===== config.mk =====
export PLATFORM = sky130hd
export DESIGN_NAME = periph_spi_master_multi
export DESIGN_NICKNAME = d
export VERILOG_FILES = /design/src/rtl/periph_spi_master_multi.sv
export SDC_FILE = /design/constraint.sdc
export NUM_CORES = 1
export LEC_CHECK = 0
export CORE_ASPECT_RATIO = 1.2
export CORE_MARGIN = 2
export CORE_UTILIZATION = 36
export CTS_BUF_LIST = sky130_fd_sc_hd__clkbuf_16
export CTS_CLUSTER_DIAMETER = 120
export CTS_CLUSTER_SIZE = 10
export DETAILED_ROUTE_END_ITERATION = 6
export GPL_ROUTABILITY_DRIVEN = 0
export SETUP_SLACK_MARGIN = 0.02
export SLEW_MARGIN = 15
export SYNTH_ARGS = -nofsm -noshare
export SYNTH_HDL_FRONTEND = slang
export SYNTH_SLANG_ARGS = --single-unit

===== constraint.sdc =====
create_clock -name clk_in -period 3 [get_ports clk_in]
set_input_delay 0.45 -clock clk_in [delete_from_list [all_inputs] [get_ports clk_in]]
set_output_delay 0.45 -clock clk_in [all_outputs]
set_load 0.01 [all_outputs]

===== src/rtl/periph_spi_master_multi.sv =====
// SPI master transfer engine: DATA_W-bit MSB-first words, NUM_CS active-low selects, CPOL/CPHA modes, runtime divider.
// A word completes (2*DATA_W+2)*(div_in+1) cycles after start is sampled; starts arriving while busy are dropped.
module periph_spi_master_multi #(
    parameter int DATA_W = 8,
    parameter int NUM_CS = 2,
    parameter int DIV_W  = 8
) (
    input  logic                    clk_in,
    input  logic                    reset_in,
    input  logic                    start_in,
    input  logic                    cpol_in,
    input  logic                    cpha_in,
    input  logic [DIV_W-1:0]        div_in,
    input  logic [$clog2(NUM_CS):0] cs_sel_in,
    input  logic                    hold_cs_in,
    input  logic                    cs_release_in,
    input  logic [DATA_W-1:0]       tx_data_in,
    input  logic                    miso_in,
    output logic                    sclk_out,
    output logic                    mosi_out,
    output logic [NUM_CS-1:0]       cs_out,
    output logic                    busy_out,
    output logic                    done_pulse_out,
    output logic [DATA_W-1:0]       rx_data_out
);
    localparam int EDGE_W = $clog2(2 * DATA_W) + 1;
    localparam logic [EDGE_W-1:0] LAST_EDGE = EDGE_W'(2 * DATA_W - 1);

    typedef enum logic [1:0] {S_IDLE, S_ASSERT, S_XFER, S_TAIL} state_t;

    state_t              state_q, state_d;
    logic [DIV_W-1:0]    cnt_q, cnt_d;
    logic [DIV_W-1:0]    div_q, div_d;
    logic [EDGE_W-1:0]   edge_q, edge_d;
    logic                cpha_q, cpha_d;
    logic                hold_q, hold_d;
    logic [DATA_W-1:0]   tx_q, tx_d;
    logic [DATA_W-1:0]   sh_q, sh_d;
    logic [DATA_W-1:0]   rx_q, rx_d;
    logic                sclk_q, sclk_d;
    logic                mosi_q, mosi_d;
    logic                busy_q, busy_d;
    logic                done_q, done_d;
    logic [NUM_CS-1:0]   cs_q, cs_d;
    logic                finish;
    logic                leading;

    always_comb begin
        state_d = state_q;
        cnt_d   = cnt_q;
        div_d   = div_q;
        edge_d  = edge_q;
        cpha_d  = cpha_q;
        hold_d  = hold_q;
        tx_d    = tx_q;
        sh_d    = sh_q;
        rx_d    = rx_q;
        sclk_d  = sclk_q;
        mosi_d  = mosi_q;
        busy_d  = busy_q;
        done_d  = 1'b0;
        cs_d    = cs_q;
        finish  = 1'b0;
        leading = 1'b0;

        case (state_q)
            S_IDLE: begin
                if (start_in) begin
                    state_d = S_ASSERT;
                    cnt_d   = div_in;
                    div_d   = div_in;
                    edge_d  = '0;
                    cpha_d  = cpha_in;
                    hold_d  = hold_cs_in;
                    tx_d    = tx_data_in;
                    sclk_d  = cpol_in;
                    busy_d  = 1'b1;
                    if (!cpha_in) begin
                        mosi_d = tx_data_in[DATA_W-1];
                    end
                    // Fresh select mask: releases any previously held CS, out-of-range selects none.
                    for (int i = 0; i < NUM_CS; i++) begin
                        cs_d[i] = (int'(cs_sel_in) != i);
                    end
                end else if (cs_release_in) begin
                    cs_d   = '1;
                    hold_d = 1'b0;
                end
            end
            S_ASSERT: begin
                if (cnt_q == '0) begin
                    state_d = S_XFER;
                    cnt_d   = div_q;
                end else begin
                    cnt_d = cnt_q - 1'b1;
                end
            end
            S_XFER: begin
                if (cnt_q != '0) begin
                    cnt_d = cnt_q - 1'b1;
                end else begin
                    cnt_d   = div_q;
                    sclk_d  = ~sclk_q;
                    edge_d  = edge_q + 1'b1;
                    leading = ~edge_q[0];
                    // Sample on leading edges for CPHA=0, trailing for CPHA=1; drive on the other edge.
                    if (leading ^ cpha_q) begin
                        sh_d = {sh_q[DATA_W-2:0], miso_in};
                    end else if (cpha_q) begin
                        mosi_d = tx_q[DATA_W-1];
                        tx_d   = {tx_q[DATA_W-2:0], 1'b0};
                    end else if (edge_q != LAST_EDGE) begin
                        mosi_d = tx_q[DATA_W-2];
                        tx_d   = {tx_q[DATA_W-2:0], 1'b0};
                    end
                    if (edge_q == LAST_EDGE) begin
                        if (div_q == '0) begin
                            finish = 1'b1;
                        end else begin
                            state_d = S_TAIL;
                            cnt_d   = div_q;
                        end
                    end
                end
            end
            S_TAIL: begin
                if (cnt_q == DIV_W'(1)) begin
                    finish = 1'b1;
                end else begin
                    cnt_d = cnt_q - 1'b1;
                end
            end
            default: state_d = S_IDLE;
        endcase

        // The final tail cycle is presented as IDLE with done, so busy drops alongside the pulse.
        if (finish) begin
            state_d = S_IDLE;
            busy_d  = 1'b0;
            done_d  = 1'b1;
            rx_d    = sh_d;
            if (!hold_q) begin
                cs_d = '1;
            end
        end
    end

    always_ff @(posedge clk_in or posedge reset_in) begin
        if (reset_in) begin
            state_q <= S_IDLE;
            cnt_q   <= '0;
            div_q   <= '0;
            edge_q  <= '0;
            cpha_q  <= 1'b0;
            hold_q  <= 1'b0;
            tx_q    <= '0;
            sh_q    <= '0;
            rx_q    <= '0;
            sclk_q  <= 1'b0;
            mosi_q  <= 1'b0;
            busy_q  <= 1'b0;
            done_q  <= 1'b0;
            cs_q    <= '1;
        end else begin
            state_q <= state_d;
            cnt_q   <= cnt_d;
            div_q   <= div_d;
            edge_q  <= edge_d;
            cpha_q  <= cpha_d;
            hold_q  <= hold_d;
            tx_q    <= tx_d;
            sh_q    <= sh_d;
            rx_q    <= rx_d;
            sclk_q  <= sclk_d;
            mosi_q  <= mosi_d;
            busy_q  <= busy_d;
            done_q  <= done_d;
            cs_q    <= cs_d;
        end
    end

    assign sclk_out       = sclk_q;
    assign mosi_out       = mosi_q;
    assign cs_out         = cs_q;
    assign busy_out       = busy_q;
    assign done_pulse_out = done_q;
    assign rx_data_out    = rx_q;

endmodule

==> results of run 1 <==
==> per-layer routing <==
| metal | vias up | global-route usage |
|---|---|---|
| met5 | - | 0 |
| met4 | 0 | 0.0372 |
| met3 | 5 | 0.0296 |
| met2 | 42 | 0.247 |
| met1 | 1045 | 0.194 |
| li1 | 1073 | - |
==> synth_stat cells (2+ instances only) <==
library cell and number:
a221oi_1 2, and3_1 2, mux2_2 17, a32o_1 5, o21a_1 2, ha_1 8
nor3b_1 2, a21oi_1 16, nor2_1 20, nand2_1 40, nor2b_1 2, buf_2 4
nor4_1 3, nand2b_1 7, clkbuf_1 4, dfstp_2 2, o31ai_1 5, inv_1 12
nor3_1 2, or4_1 2, dfrtp_1 53, mux2i_1 10, nand3_1 3, o21ai_0 23
==> kinds of logic after synthesis <==
logic type	Yosys count	synth area share
and+or+nand+nor	91	0.159
AOI/OAI and AO/OA	69	0.160
DFF	55	0.496
muxes	27	0.105
buffers and inverters	24	0.0382
adders and majority gates	8	0.0360
xor gates and xnor gates	2	0.00630
==> registers in the layout, indices dropped and copies added, names as in the netlist, 2 cells and up <==
register     flops
cnt_q            8
div_q            8
rx_data_out      8
sh_q             8
tx_q             8
edge_q           5
cs_out           2
state_q          2
==> worst register-to-register path: stages (launching register included) <==
cell      delay, ns
dfrtp_1        0.45
ha_1           0.24
and3_1         0.18
ha_1           0.21
nor3b_1        0.19
o211ai_1       0.15
a21oi_1        0.85
o21ai_0        0.16
==> metrics by stage <==
stage                     area [um2]   util  hold WS, ns  setup slack (ns)
after detailed placement        3310  0.437        0.446             0.409
after CTS                       3450  0.456        0.451             0.405
after global routing            3450  0.456        0.466            0.0711
final                           3450  0.456        0.447             0.429
after floorplan                 2780      -        0.421             0.915
after global placement          3310  0.437        0.437             0.540
==> final timing paths <==
path	start	endpoint	slack (ns)	cells past startpoint
worst min register to register	hold_q	cs_out[1]	0.45	1
worst max-delay path	edge_q[0]	tx_q[0]	0.43	7
worst min-delay path	hold_q	cs_out[1]	0.45	1
max in group asynchronous	reset_in	cs_out[0]	2.19	3
worst max register to register	edge_q[0]	tx_q[0]	0.43	7
min in group asynchronous	reset_in	tx_q[5]	0.52	3
==> layout make-up <==
cell class                      instances  area (um2)  share of cell area
Timing Repair Buffer                   48         470               0.136
Inverter                               13        48.8              0.0141
Multi-Input combinational cell        197        1300               0.375
Clock buffer                            5         125              0.0362
Tap cell                               92         115              0.0333
Clock inverter                          3        20.0             0.00580
Sequential cell                        55        1380               0.399
==> report_power, final <==
| group | switching [uW] | internal, uW |
|---|---|---|
| registers | 224 | 1010 |
| logic | 704 | 647 |
| clock network | 264 | 308 |
| total | 1190 | 1960 |
==> results list, run 1 <==
- The HPWL after detailed placement is 4.36 mm.
- # Post-CTS Setup Buffers: 0
- Yosys Warn Count: 0
* Largest voltage drop on the vdd net: 396 uV
* GR Overflow Total: 0
- For the worst setup path, the data required time is 3.13 ns.
- TritonCTS created 5 clock buffers.
- For this design the static power due to leakage is 0.00149 uW.
* Final sum of negative setup slack: 0 ns
- Counting flops with a built-in enable in the synthesized netlist gives 0.
* Final Hold Violating Endpoints: 0
* Most frequent cell on the critical path: ha_1
- Initial core utilization: 0.367
* Maximum number of pins on one net before global-route repair: 56
- Wire length of the first global-routing pass: 10.1 mm
- Headroom to the max-slew limit came out at 0.304.
- The worst hold path belongs to the class reg2reg.
- Power spread over the standard cell area amounts to 913 nW/um2.
- Clock transition at the registers of the reported paths: 0.07 ns
- Number of antenna diodes: 0
* Layout Area Growth over Synthesis: 24.2%
- Dividing the final minimum period by the clock period gives 0.857.
* GRT Total Usage: 0.147
* Post-detailed-route DRC marker count: 0
* Core Rows: 35
- CP top delay family: compound AO/OA/AOI/OAI gates
- In this run, placement finished with an instance count of 405.
* Yosys reg bits: 55
- Setup violations remaining at the end of the flow were counted as 0.
* Final #Nets: 354
- The region available for standard cell placement spans 7580 um2.
* Die span in x: 84.2 um
- After detailed routing, no signal wire sits above met4.
* Dominant synthesized flop cell: dfrtp_1
* TritonCTS clock tree: yes
* Distinct cells, synth: 54
- Number of fill cells: 738
* RSZ-0062 raised after global routing: false
- The number of max-slew violations in the final report was 0.
- Counting both buffers and inverters, the worst setup path holds a total of 0.
* Synth area leaders: dfrtp_1 48%, mux2_2 6.9%, nand2_1 5.4%
- Post-CTS Resized: 0
- Dividing the detail-routed via count by the number of cells gives 5.24.
- The first routing iteration left 78 violations.
- In this run the worst path has a maximum fanout of 15.
* Startpoint type of the worst setup path: flip-flop
- On the worst path, the slowest cell contributes a delay of 0.85 ns.
- Vertical die dimension: 100 um
* Number of global-route vias before repair: 2,182
- Leaving out filler cells and counting taps, the final layout contains 413.
- Overall power after layout: 3150 uW
- The critical path is of the reg2reg type.
- Detail Route Antenna Nets: 0
* Total routed wire length on the met1 layer: 2.88 mm
- Averaged over all synthesized cells, the footprint is 10.1 um2.
- Highest Clock Rate: 389 MHz
- Data arrives at the worst endpoint at 2.70 ns.
* Io pins: 40
- Worst-case clock buffer depth: 2
* Cts-stage hold buffer count: 0
- The final layout contains routed wiring with a total length of 6.09 mm.
- Drt pass-1 iters: 4
- The mapped netlist covers 2780 um2.
* Commonest cells after routing, fill and taps aside: 53 x dfrtp_1, 40 x nand2_1, 39 x clkdlybuf4s50_1
- Clk_lat worst skew: 0.29 ns
* Cell breakdown of the critical path: ha_1, and3_1, ha_1, nor3b_1, o211ai_1, a21oi_1, o21ai_0
* Clock Skews: 0.00620 ns
- The count of buffers added on input and output ports is 39.
- Of all flip-flops after synthesis, the portion carrying an async set or reset was 1.00.
- CTS saw 55 sinks.
- Critical Path End Type: flip-flop
- Post-synthesis net count: 310
- Counting I/O delays and the setup requirement, the final critical path takes 2.57 ns.
- Max-cap violations in this run came to 0.
- CP max-delay cell: a21oi_1
- Worst slew pin tran: 1.04 ns
- Met3 WL post-DR: 236 um
- Average wire length per cell after detail routing: 14.7 um
- Of the synthesized area, sequential elements account for 0.496.
* H-tree depth: 2
- In the detailed route, the total length drawn on met2 is 2.92 mm.
* Share of cells above drive strength 1: 0.131
* Clock root buffer master: clkbuf_16
- The initial antenna violation count is 0.
* Portion of synthesized cell area occupied by the leading cell type: 0.477
- Vias post-DR: 2,165
* Post-synth top area cell: dfrtp_1
* Overall die area: 8450 um2
- Result of the run: completed
- In the synthesized netlist, the number of instances is 276.
- Leaving out fill and tap cells, the most frequent cell in the layout is dfrtp_1.
No activity file was read; power rests on OpenSTA's default activity.
==> inputs of run 2 (changes only) <==
==> constraint.sdc (replaced) <==
create_clock -name clk_in -period 3 [get_ports clk_in]
set_input_delay 0.3 -clock clk_in [delete_from_list [all_inputs] [get_ports clk_in]]
set_output_delay 0.3 -clock clk_in [all_outputs]
set_load 0.01 [all_outputs]
==> run 2 against run 1 <==
  * Largest cell class unchanged
  * Utilization fell by 0.33 points
  * Power shrank 0.18%
  * Sequential power barely moved
  * Via count shrank 0.28%
  * Critical endpoint is now cnt_q[6]
  * Design area shrank 0.72%
  * Combinational power barely moved
==> results list, run 2 (synthesized netlist as in run 1, its figures left out) <==
- Result of the run: completed
* Post-Route Utilization: 0.453 (-0.00330)
* Share of cells above drive strength 1: 0.125 (-0.00545)
* Final setup violation count: 0 (unchanged)
- Number of standard cells in the final layout excluding fillers: 411 (-0.48%)
- The count of nets after finishing is 352 (-0.56%).
- Detail Placement HPWL: 4.40 mm (+0.92%)
* Overall die area: 8450 um2 (unchanged)
- Average wire length per cell after detail routing: 15.0 um (+1.5%)
- Most common cell after layout, fill and taps aside: dfrtp_1
- Clock root buffer master: clkbuf_16
- The via count came to 2,159 (-0.28%).
* Core Rows: 35 (unchanged)
- Worst endpoint data arrival time: 2.67 ns (-0.03 ns)
- The global router's overall resource usage came to 0.153 (+0.00602).
* Detail Route Antenna Nets: 0 (unchanged)
* Maximum number of pins on one net before global-route repair: 28 (-50%)
* Largest voltage drop on the vdd net: 413 uV (+4.3%)
* Vertical die dimension: 100 um (unchanged)
- P_leak: 0.00148 uW (-0.46%)
- The number of global-route vias before repair came to 2,206 (+1.1%).
* Post-detailed-route DRC marker count: 0 (unchanged)
- Power per cell area: 918 nW/um2 (+0.55%)
- The count of antenna diodes in the layout came to 0 (unchanged).
- Post-Place Cell Area: 3280 um2 (-0.83%)
- The critical path required time came to 3.18 ns (+0.05 ns).
- The upper clock frequency limit was 402 MHz (+3.4%).
- The count of pins on the block boundary came to 40 (unchanged).
- The maximum level of the CTS H-tree is 2 (unchanged).
* Shortest clock period the worst path allows after layout: 2.49 ns (-0.0838 ns)
- Clk_lat worst skew: 0.29 ns (about the same)
- The worst setup path is of the reg2reg kind.
- Clock Skews: 0.00520 ns (-0.00100 ns)
- The clock slew seen by the registers of the worst setup and hold paths was 0.07 ns (about the same).
- Number of clock buffers inserted by TritonCTS: 5 (unchanged)
- STA classifies the critical path endpoint as a flip-flop.
- Commonest cells after routing, fill and taps aside: 53 x dfrtp_1, 40 x nand2_1, 39 x clkdlybuf4s50_1
- Initial core utilization: 0.367 (unchanged)
- Cts-stage hold buffer count: 0 (unchanged)
- The final wirelength came to 6.15 mm (+1.1%).
- The number of gates resized after CTS is 0 (unchanged).
- Final Hold Violating Endpoints: 0 (unchanged)
* Share of the clock period used by the worst path after layout: 0.829 (-0.0279)
- The transition at the pin with the smallest max-transition slack was 0.676 ns (-0.367 ns).
* Die span in x: 84.2 um (unchanged)
- Vias per cell: 5.25 (+0.21%)
- In this run the worst hold path is classified as in2async.
* Area of combinational cells with multiple inputs: 1300 um2 (unchanged)
* Worst setup margin: 0.513 ns (+0.0838 ns)
- The total placed cells including tap cells is 403 (-0.49%).
* Final sum of negative setup slack: 0 ns (unchanged)
- The total of max-cap violations was 0 (unchanged).
* Number of fill cells: 760 (+3.0%)
- The final cell area excluding filler cells came to 3430 um2 (-0.72%).
* Pins over their slew limit: 0 (unchanged)
* Total clock sinks: 55 (unchanged)
- GR Overflow Total: 0 (unchanged)
* Worst-case clock buffer depth: 2 (unchanged)
- Area of the core region: 7580 um2 (unchanged)
* Violation count after the first detailed-route iteration: 124 (+59%)
* RSZ-0062 raised after global routing: false
- Register Area: 1380 um2 (unchanged)
* Drt pass-1 iters: 4 (unchanged)
* FF-to-FF setup slack: 0.51 ns (+0.08 ns)
- TritonCTS built the clock tree.
- Antenna violations before repair: 0 (unchanged)
- The worst-case headroom to the max-slew limit is 0.546 (+0.241).
- The post-CTS setup buffer count was 0 (unchanged).
- The wire length of the first global-routing pass is 10.6 mm (+4.4%).
* Highest net fanout along the worst path: 5 (-10)
- STA classifies the critical path startpoint as a flip-flop.
* Layout Area Growth over Synthesis: 23.3%
* Post-Place Worst Slack: 0.544 ns (+0.135 ns)
- Count of buffers from port buffering: 39 (unchanged)
==> run 2: final cells by class <==
class	instances	area share
clock inverter	3	0.00657
timing repair buffer	46	0.129
multi-input combinational	197	0.378
inverter	13	0.0142
clock buffer	5	0.0365
tap	92	0.0336
sequential	55	0.402
==> run 2: final timing paths <==
path | start | end | cells past startpoint
max in group asynchronous | reset_in | cnt_q[1] | 3
min in group clk_in | hold_q | cs_out[1] | 1
setup / recovery | cnt_q[0] | cnt_q[6] | 7
hold reg to reg | hold_q | cs_out[1] | 1
setup reg to reg | cnt_q[0] | cnt_q[6] | 7
hold / removal | reset_in | mosi_out | 2
==> run 2: power by group <==
part / switching (uW) / internal, uW / total [uW]
Sequential: 225 / 1010 / 1230
Clock: 277 / 315 / 591
Combinational: 697 / 628 / 1320
Total: 1200 / 1950 / 3150
==> run 2: stage by stage <==
| step | total power, uW | hold WS, ns |
|---|---|---|
| 2_1_floorplan | 2180 | 0.417 |
| 3_3_place_gp | 2540 | 0.442 |
| 3_5_place_dp | 2570 | 0.453 |
| 4_1_cts | 3180 | 0.406 |
| 5_1_grt | 3400 | 0.458 |
| 6_report | 3150 | 0.386 |
==> run 2: critical path: stages (launching register included) <==
cell,delay [ns]
dfrtp_1,0.43
inv_1,0.10
ha_1,0.20
nor3b_1,0.53
a21oi_1,0.25
or2_0,0.28
a221o_1,0.33
a32o_1,0.25
==> run 2: metal layers <==
metal / track usage / wire, um / share of wire / vias up
met5: 0 / 0 / 0 / -
met1: 0.207 / 2950 / 0.48 / 1057
met2: 0.256 / 2960 / 0.48 / 35
met3: 0.0263 / 176 / 0.029 / 7
li1: - / - / - / 1060
met4: 0.0372 / 62 / 0.010 / 0
==> patch (config.mk and constraints of run 1) <==
Re-encode `state_t` (4 states) as one-hot, 4 bits wide.
--- a/src/rtl/periph_spi_master_multi.sv
+++ b/src/rtl/periph_spi_master_multi.sv
@@ -26,7 +26,7 @@
     localparam int EDGE_W = $clog2(2 * DATA_W) + 1;
     localparam logic [EDGE_W-1:0] LAST_EDGE = EDGE_W'(2 * DATA_W - 1);
 
-    typedef enum logic [1:0] {S_IDLE, S_ASSERT, S_XFER, S_TAIL} state_t;
+    typedef enum logic [3:0] {S_IDLE = 4'b0001, S_ASSERT = 4'b0010, S_XFER = 4'b0100, S_TAIL = 4'b1000} state_t;
 
     state_t              state_q, state_d;
     logic [DIV_W-1:0]    cnt_q, cnt_d;
Formal check against the unedited RTL: no difference found for any inputs over 10 cycles, from zero or initial values and one cycle with reset_in high; not proved beyond that.
==> patch against run 1 <==
Hold slack improved by 0.022 ns; synthesized cell count increased by 8.3%; sequential cell count increased by 2; design area increased by 9.0%; wire length increased by 14%; worst setup slack improved by 0.15 ns; power increased by 1.1%; area after synthesis increased by 6.0%; largest power group is now sequential cells.
==> patch: results (changes against run 1) <==
Post-DP Area=3470 um^2 (+4.9%); Seq/Total Area, Yosys=48.5% (-1.1 points); final cell count without fillers=448 (+8.5%); Synth Instances=299 (+8.3%); layout cell share with drive strength beyond 1=15.6% (+2.5 points); Max IR drop VDD=0.000417 V (+5.2%); nets=378 (+6.8%); post-synthesis compound-gate area fraction=13.5% (-2.5 points); Detail Route met3 WL=275 um (+17%); Post-synth top cells=dfrtp_1, nand2_1, nor2_1, o21ai_0, a21oi_1; total CTS buffers=9 (+4); top cells by area, synth=dfrtp_1, nand2_1, mux2_4, o21ai_0, mux2_2; Clock Skew=0.00455 ns (-0.00165 ns); root buffer cell=clkbuf_16; vias in the first global route=2382 (+9.2%); Setup WS pre-CTS=0.562 ns (+0.153 ns); slowest cell on the critical path=or3b_2; Via density=5.33 (+1.7%); Synth Area in Adders=1.70% (-1.9 points); Crit path max-delay family=simple AND/OR/NAND/NOR gates; wire length per cell=15.5 um (+5.2%); slew margin rel.=58.3% (+28 points); grt met1 use=21.4% (+1.9 points); Clk Latency, worst-skew pair=0.33 ns (+0.04 ns); DPL Wire Length=4980 um (+14%); first-pass GRT wire length=11600 um (+15%); crit path DAT=2.63 ns (-0.07 ns); Clk pin slew, worst setup/hold paths=0.05 ns (-0.02 ns); Bufs on Longest Clock Path=2 (unchanged); largest net degree at the start of global routing=31 (-45%); reg2reg setup slack=0.58 ns (+0.15 ns); met2 WL=3340 um (+14%); GR Util met2=27.8% (+3.1 points); Detailed Route Iter0 Violations=97 (+24%); initial antenna violation count=0 (unchanged); status=finished, final reports clean; hold slack final=0.468 ns (+0.0216 ns); mux cell area share after synthesis=10.2% (-0.25 points); crit path max fanout=9 (-6); final period utilization=80.6% (-5.1 points); Global Route Usage Sum=17.0% (+2.4 points); slowest stage delay, CP=0.54 ns (-0.31 ns); Mapped Nets=329 (+6.1%); met3 Track Usage GR=5.28% (+2.3 points); Placed Cells incl. Taps=432 (+6.7%); XOR/XNOR Fraction of Synth Area=1.19% (+0.56 points); DRT met1 WL=3170 um (+10%); Static Leak=1.68 nW (+13%)
==> patch: cell count changes after synthesis, sizes merged, moves of 5 or more <==
cell and change:
nand3 +8, o31ai -5, nand2 +12, nor3 +6
nand2b -6
==> patch: worst paths after layout <==
kind / startpoint / endpoint
setup / recovery: cnt_q[0] / rx_data_out[3]
hold / removal: hold_q / cs_out[1]
setup reg to reg: cnt_q[0] / rx_data_out[3]
hold reg to reg: hold_q / cs_out[1]
max in group asynchronous: reset_in / state_q[0]
min in group asynchronous: reset_in / busy_out
==> patch: cell type report <==
class | instances | area [um^2]
Inverter | 10 | 37.5
Timing Repair Buffer | 49 | 465
Clock buffer | 9 | 225
Multi-Input combinational cell | 221 | 1420
Sequential cell | 57 | 1430
Fill cell | 796 | 4250
Tap cell | 95 | 119
Clock inverter | 7 | 70.1
==> patch: report_power, final <==
group / internal, mW / switching [mW]
registers: 0.995 / 0.237
clock network: 0.640 / 0.368
logic: 0.423 / 0.526
total: 2.06 / 1.13
